File: config.mk
export PLATFORM = sky130hd
export DESIGN_NAME = mini16sc_dbus_responder
export DESIGN_NICKNAME = d
export VERILOG_FILES = /design/src/rtl/mini16sc_dbus_responder.sv
export SDC_FILE = /design/constraint.sdc
export NUM_CORES = 2
export LEC_CHECK = 0
export BUFFER_PORTS_ARGS = -buffer_cell sky130_fd_sc_hd__buf_2
export CORE_MARGIN = 10
export CORE_UTILIZATION = 30
export CTS_CLUSTER_SIZE = 8
export DETAILED_ROUTE_END_ITERATION = 7
export PLACE_DENSITY = 0.55
export SYNTH_ARGS = -nofsm -noshare
export SYNTH_HDL_FRONTEND = slang
export SYNTH_MEMORY_MAX_BITS = 65536
export SYNTH_SLANG_ARGS = --single-unit
File: constraint.sdc
create_clock -name clk -period 4.04 [get_ports clk]
set_input_delay 0.404 -clock clk [delete_from_list [all_inputs] [get_ports clk]]
set_output_delay 0.404 -clock clk [all_outputs]
set_load 0.01 [all_outputs]
File: src/rtl/mini16sc_dbus_responder.sv
// mini16sc data-bus responder: data RAM in the low words, MMIO in the top eight
// words (TX/RX stream FIFOs, cycle counter with snapshot, soft-reset control).
module mini16sc_dbus_responder #(
    parameter int unsigned WIDTH_D    = 16,
    parameter int unsigned DEPTH_D    = 8,
    parameter int unsigned FIFO_DEPTH = 4
) (
    input  logic               clk,
    input  logic               reset,
    input  logic [DEPTH_D-1:0] mem_d_r_addr,
    output logic [WIDTH_D-1:0] mem_d_r_data,
    input  logic [DEPTH_D-1:0] mem_d_w_addr,
    input  logic [WIDTH_D-1:0] mem_d_w_data,
    input  logic               mem_d_we,
    output logic [WIDTH_D-1:0] tx_data,
    output logic               tx_valid,
    input  logic               tx_ready,
    input  logic [WIDTH_D-1:0] rx_data,
    input  logic               rx_valid,
    output logic               rx_ready,
    output logic               soft_reset
);

    localparam int unsigned RAM_WORDS    = (1 << DEPTH_D) - 8;
    localparam int unsigned FIFO_ENTRIES = 1 << FIFO_DEPTH;
    localparam int unsigned CNT_W        = FIFO_DEPTH + 1;

    typedef logic [FIFO_DEPTH-1:0] ptr_t;
    typedef logic [CNT_W-1:0]      cnt_t;
    typedef logic [2*WIDTH_D-1:0]  cyc_t;

    localparam ptr_t PTR_ONE  = ptr_t'(1);
    localparam cnt_t CNT_ONE  = cnt_t'(1);
    localparam cnt_t CNT_FULL = cnt_t'(FIFO_ENTRIES);
    localparam cyc_t CYC_ONE  = cyc_t'(1);

    localparam logic [2:0] OFF_TX_DATA   = 3'd0;
    localparam logic [2:0] OFF_TX_STATUS = 3'd1;
    localparam logic [2:0] OFF_RX_DATA   = 3'd2;
    localparam logic [2:0] OFF_RX_POP    = 3'd3;
    localparam logic [2:0] OFF_RX_STATUS = 3'd4;
    localparam logic [2:0] OFF_CYC_LO    = 3'd5;
    localparam logic [2:0] OFF_CYC_HI    = 3'd6;
    localparam logic [2:0] OFF_CTRL      = 3'd7;

    function automatic logic [WIDTH_D-1:0] status_word(input logic full, input logic empty,
                                                       input logic ovf, input cnt_t cnt);
        logic [WIDTH_D-1:0] s;
        s              = '0;
        s[0]           = full;
        s[1]           = empty;
        s[2]           = ovf;
        s[CNT_W+7:8]   = cnt;
        return s;
    endfunction

    // Address decode: the top eight words of the space are MMIO.
    logic       r_mmio, w_mmio;
    logic [2:0] r_off, w_off;
    logic       ram_we, tx_data_we, tx_status_we, rx_pop_we, rx_status_we, ctrl_we;

    assign r_mmio       = &mem_d_r_addr[DEPTH_D-1:3];
    assign w_mmio       = &mem_d_w_addr[DEPTH_D-1:3];
    assign r_off        = mem_d_r_addr[2:0];
    assign w_off        = mem_d_w_addr[2:0];
    assign ram_we       = mem_d_we & ~w_mmio;
    assign tx_data_we   = mem_d_we & w_mmio & (w_off == OFF_TX_DATA);
    assign tx_status_we = mem_d_we & w_mmio & (w_off == OFF_TX_STATUS);
    assign rx_pop_we    = mem_d_we & w_mmio & (w_off == OFF_RX_POP);
    assign rx_status_we = mem_d_we & w_mmio & (w_off == OFF_RX_STATUS);
    assign ctrl_we      = mem_d_we & w_mmio & (w_off == OFF_CTRL);

    logic [WIDTH_D-1:0] ram [RAM_WORDS];

    always_ff @(posedge clk) begin
        if (ram_we) ram[mem_d_w_addr] <= mem_d_w_data;
    end

    // TX FIFO: CPU pushes, stream sink pops.
    logic [WIDTH_D-1:0] tx_mem [FIFO_ENTRIES];
    ptr_t               tx_wr_ptr_q, tx_rd_ptr_q;
    cnt_t               tx_count_q, tx_count_d;
    logic               tx_ovf_q, tx_ovf_d;
    logic               tx_full, tx_empty, tx_push, tx_pop;

    assign tx_full  = (tx_count_q == CNT_FULL);
    assign tx_empty = (tx_count_q == '0);
    assign tx_valid = ~tx_empty;
    assign tx_data  = tx_mem[tx_rd_ptr_q];
    assign tx_pop   = tx_valid & tx_ready;
    // A pop in the same cycle frees the slot, so a push into a full FIFO still lands.
    assign tx_push  = tx_data_we & (~tx_full | tx_pop);

    always_comb begin
        tx_count_d = tx_count_q;
        if (tx_push && !tx_pop)      tx_count_d = tx_count_q + CNT_ONE;
        else if (!tx_push && tx_pop) tx_count_d = tx_count_q - CNT_ONE;
        tx_ovf_d = tx_ovf_q;
        if (tx_status_we)             tx_ovf_d = 1'b0;
        if (tx_data_we && !tx_push)   tx_ovf_d = 1'b1;
    end

    always_ff @(posedge clk) begin
        if (tx_push) tx_mem[tx_wr_ptr_q] <= mem_d_w_data;
    end

    always_ff @(posedge clk) begin
        if (reset) begin
            tx_wr_ptr_q <= '0;
            tx_rd_ptr_q <= '0;
            tx_count_q  <= '0;
            tx_ovf_q    <= 1'b0;
        end else begin
            if (tx_push) tx_wr_ptr_q <= tx_wr_ptr_q + PTR_ONE;
            if (tx_pop)  tx_rd_ptr_q <= tx_rd_ptr_q + PTR_ONE;
            tx_count_q <= tx_count_d;
            tx_ovf_q   <= tx_ovf_d;
        end
    end

    // RX FIFO: stream source pushes, CPU pops through RX_POP.
    logic [WIDTH_D-1:0] rx_mem [FIFO_ENTRIES];
    ptr_t               rx_wr_ptr_q, rx_rd_ptr_q;
    cnt_t               rx_count_q, rx_count_d;
    logic               rx_ovf_q, rx_ovf_d;
    logic               rx_full, rx_empty, rx_push, rx_pop;
    logic [WIDTH_D-1:0] rx_head;

    assign rx_full  = (rx_count_q == CNT_FULL);
    assign rx_empty = (rx_count_q == '0);
    assign rx_ready = ~rx_full;
    assign rx_push  = rx_valid & rx_ready;
    assign rx_pop   = rx_pop_we & ~rx_empty;
    assign rx_head  = rx_empty ? '0 : rx_mem[rx_rd_ptr_q];

    always_comb begin
        rx_count_d = rx_count_q;
        if (rx_push && !rx_pop)      rx_count_d = rx_count_q + CNT_ONE;
        else if (!rx_push && rx_pop) rx_count_d = rx_count_q - CNT_ONE;
        rx_ovf_d = rx_ovf_q;
        if (rx_status_we)        rx_ovf_d = 1'b0;
        if (rx_valid && rx_full) rx_ovf_d = 1'b1;
    end

    always_ff @(posedge clk) begin
        if (rx_push) rx_mem[rx_wr_ptr_q] <= rx_data;
    end

    always_ff @(posedge clk) begin
        if (reset) begin
            rx_wr_ptr_q <= '0;
            rx_rd_ptr_q <= '0;
            rx_count_q  <= '0;
            rx_ovf_q    <= 1'b0;
        end else begin
            if (rx_push) rx_wr_ptr_q <= rx_wr_ptr_q + PTR_ONE;
            if (rx_pop)  rx_rd_ptr_q <= rx_rd_ptr_q + PTR_ONE;
            rx_count_q <= rx_count_d;
            rx_ovf_q   <= rx_ovf_d;
        end
    end

    // Cycle counter, snapshot and control.
    cyc_t cyc_q, snap_q;
    logic soft_reset_q;

    assign soft_reset = soft_reset_q;

    always_ff @(posedge clk) begin
        if (reset) begin
            cyc_q        <= '0;
            snap_q       <= '0;
            soft_reset_q <= 1'b0;
        end else begin
            cyc_q <= cyc_q + CYC_ONE;
            if (ctrl_we) begin
                soft_reset_q <= mem_d_w_data[0];
                if (mem_d_w_data[1]) snap_q <= cyc_q;
            end
        end
    end

    // Read mux sees state from before this edge, giving read-before-write everywhere.
    logic [WIDTH_D-1:0] r_data_d;

    always_comb begin
        r_data_d = '0;
        if (!r_mmio) begin
            r_data_d = ram[mem_d_r_addr];
        end else begin
            case (r_off)
                OFF_TX_DATA:   r_data_d = '0;
                OFF_TX_STATUS: r_data_d = status_word(tx_full, tx_empty, tx_ovf_q, tx_count_q);
                OFF_RX_DATA:   r_data_d = rx_head;
                OFF_RX_POP:    r_data_d = '0;
                OFF_RX_STATUS: r_data_d = status_word(rx_full, rx_empty, rx_ovf_q, rx_count_q);
                OFF_CYC_LO:    r_data_d = snap_q[WIDTH_D-1:0];
                OFF_CYC_HI:    r_data_d = snap_q[2*WIDTH_D-1:WIDTH_D];
                OFF_CTRL:      r_data_d = {{(WIDTH_D-1){1'b0}}, soft_reset_q};
                default:       r_data_d = '0;
            endcase
        end
    end

    always_ff @(posedge clk) begin
        if (reset) mem_d_r_data <= '0;
        else       mem_d_r_data <= r_data_d;
    end

endmodule

==> run metrics <==
Routed WL 568000 µm; hpwl dp 357000 µm; CTS tree built; CTS clk-pin slew, worst paths 60 ps; min-delay worst type input port to flop; EDFF count, synth 4480; chip height 789 µm; power per cell area 512 nW/µm²; Synthesized Nets 8255; register area share after synthesis 77.2%; data arrival time of the critical path 4690 ps; combinational family with the most area after synthesis multiplexers; worst vdd ir 0.449 mV; DRT iter0 DRCs 12800; cts hold-fix bufs 38; outcome finished, final reports clean; Core Area 589000 µm²; pin count of the biggest net entering global routing 123; Synth Area in Adders 0.164%; ys flop type edfxtp_1; first drt pass iteration count 6; Worst EP required 5060 ps; gr ovfl total 0; setup total negative slack 0 ps; Hold WS 94.8 ps; initial antenna violation count 49; count of cell types in the netlist 67; number of global-route vias before repair 93900; Total Routing Usage GR 17.6%; worst-margin pin slew 1340 ps; wire per inst 32.8 µm; Rows 282; synth warn 0; Async SR Flop Fraction 0%; Gates resized, CTS repair 0; Die W 789 µm; starting density of the core 30.1%; Slew Limit Fails 0; Root Buffer clkbuf_16; # DRC 0; WS Path Type input port to flop; via count 93600; Synth Area in XOR/XNOR 0.213%; H-tree levels 6; endpoints failing setup 0; Mapped Area 177000 µm²; Max-slew headroom 10.3%; number of synthesized register bits 4597; Area growth syn-to-layout 19.7%; P_leak 66.5 nW; via density per instance 5.41; # clock sinks 4597; CP max FO 23; post-CTS setup buffers 0; Final Wtd Congestion 0.920; Synth Area in Simple Gates 2.39%; Post-Synthesis Cells 8180; post-route ant nets 0; first-pass GRT wire length 780000 µm; Final Hold Fails 0; Critical Path End Type flop; cts bufs inserted 646; IO buf count 87; total of max-cap violations 0; minimum clock period 3670 ps; Synth Area in Compound Gates 2.43%; nets 9372; CP Launch Type input port; multiplexer area fraction after synthesis 16.2%; RSZ-0062 raised after global routing false; die area 622000 µm²; Worst-Skew Late Latency 1110 ps; layout cells sized above 1 32.1%; Max Fclk 272 MHz; worst-case clock buffer depth 4; Tcrit/Tclk final 90.9%; mean area per synthesized cell 21.7 µm²; # fillers 53600; io pins 88; Clock Skew 106 ps
final cells by class:
| class | instances | area, µm² | area share [%] |
|---|---|---|---|
| sequential | 4597 | 137000 | 64.6 |
| tap | 7810 | 9770 | 4.61 |
| multi-input combinational | 3091 | 38600 | 18.2 |
| clock buffer | 753 | 16700 | 7.85 |
| clock inverter | 61 | 1310 | 0.616 |
| antenna | 25 | 62.6 | 0.0295 |
| inverter | 20 | 83.8 | 0.0395 |
| timing repair buffer | 941 | 8710 | 4.11 |
worst max-delay path, cell delays in order:
cell and delay [ps]:
dlygate4sd3_1 630, buf_4 330, buf_4 300, nor2b_2 760, nand2_1 440, o211ai_1 1000
o22ai_1 380, o41ai_1 360
through the flow:
stage	setup WS, ps	total power [mW]	cell area, µm²	utilization (%)	std cells
2_1_floorplan	672	56.8	177000	-	8180
3_3_place_gp	-384	60.4	194000	32.9	16400
3_5_place_dp	-322	60.4	194000	32.9	16400
4_1_cts	312	109	212000	36.0	17300
5_1_grt	249	112	212000	36.0	17300
6_report	369	109	212000	36.0	17300
registers in the layout (all words and copies together), names as in the netlist, named ones only:
signal and flops:
mem_d_r_data 16, ram 3968, rx_ovf_q 1, soft_reset 1, tx_ovf_q 1, tx_wr_ptr_q 4, cyc_q 32, rx_rd_ptr_q 4
tx_mem 256, snap_q 32, tx_rd_ptr_q 4, rx_count_q 5, rx_mem 256, rx_wr_ptr_q 4, tx_count_q 5
layout by cell type (no fill, tap or decap), types with 12 or more instances in the layout:
cell type,synthesis,routed
a211oi_1,38,38
buf_12,0,124
a22o_1,23,23
nand4_1,35,35
a221oi_1,37,37
nand2b_1,26,26
or2_2,12,12
o2111ai_1,12,12
o21ai_0,68,67
mux2_2,37,37
diode_2,0,25
ha_1,20,20
nand2_1,232,224
and3_1,13,13
a21oi_1,134,134
buf_8,0,18
edfxtp_1,4480,4480
inv_1,18,17
xor2_1,29,29
nand3_1,101,97
dlygate4sd3_1,0,39
nor3_1,38,27
buf_2,156,64
nor2b_1,37,26
clkbuf_1,183,103
buf_4,75,695
mux2i_1,273,273
clkbuf_16,0,650
nor2_2,0,184
or3_1,17,17
dfxtp_1,117,111
mux4_2,1135,1135
o221ai_1,16,16
xnor2_1,14,14
clkinv_16,0,29
a31oi_1,25,25
a22oi_1,118,118
o22ai_1,51,51
nor2_1,407,219
o211ai_1,32,32
cells in the mapped netlist, types with 38 or more instances:
library cell	n	area (µm²)
clkbuf_1	183	687
nand3_1	101	505
buf_4	75	563
buf_1	49	184
nor2_1	407	1530
a21oi_1	134	671
nor3_1	38	190
nand2_1	232	871
o22ai_1	51	319
mux4_2	1135	25600
edfxtp_1	4480	135000
dfxtp_1	117	2340
mux2i_1	273	2730
a22oi_1	118	886
buf_2	156	781
a211oi_1	38	285
o21ai_0	68	340
path summary, 6_finish.rpt:
kind | start | endpoint | slack, ps | cells past startpoint
max reg2reg | flop | mem_d_r_data[9]$_SDFF_PP0_ | 410 | 9
max | mem_d_r_addr[5] | mem_d_r_data[8]$_SDFF_PP0_ | 370 | 8
min | mem_d_w_addr[2] | soft_reset$_SDFFE_PP0P_ | 90 | 5
min reg2reg | cyc_q[0]$_SDFF_PP0_ | cyc_q[0]$_SDFF_PP0_ | 460 | 1
report_power, final:
| part | internal [mW] | switching, mW | total, mW | leakage (nW) |
|---|---|---|---|---|
| registers | 52.6 | 0.170 | 52.8 | 41.2 |
| logic | 2.48 | 4.40 | 6.88 | 16.6 |
| clock network | 28.9 | 20.0 | 48.9 | 8.67 |
| total | 84.0 | 24.6 | 109 | 66.5 |
kinds of logic (layout without fill, tap and decap cells):
logic type | Yosys count | in the layout
mux | 1445 | 1445
fa+ha+maj | 22 | 22
flops | 4597 | 4597
xor+xnor | 43 | 43
buf+inv | 492 | 1775
other cells | 0 | 25
simple gates | 955 | 955
compound gates | 626 | 626
metal layers:
layer,GRT usage [%],up-vias,part of all wire [%]
li1,-,36500,-
met1,23.4,50600,39
met2,26.7,5318,45
met3,5.28,1124,11
met4,7.78,22,4.9
met5,0,-,0.029
(Power assumes the default switching activity.)
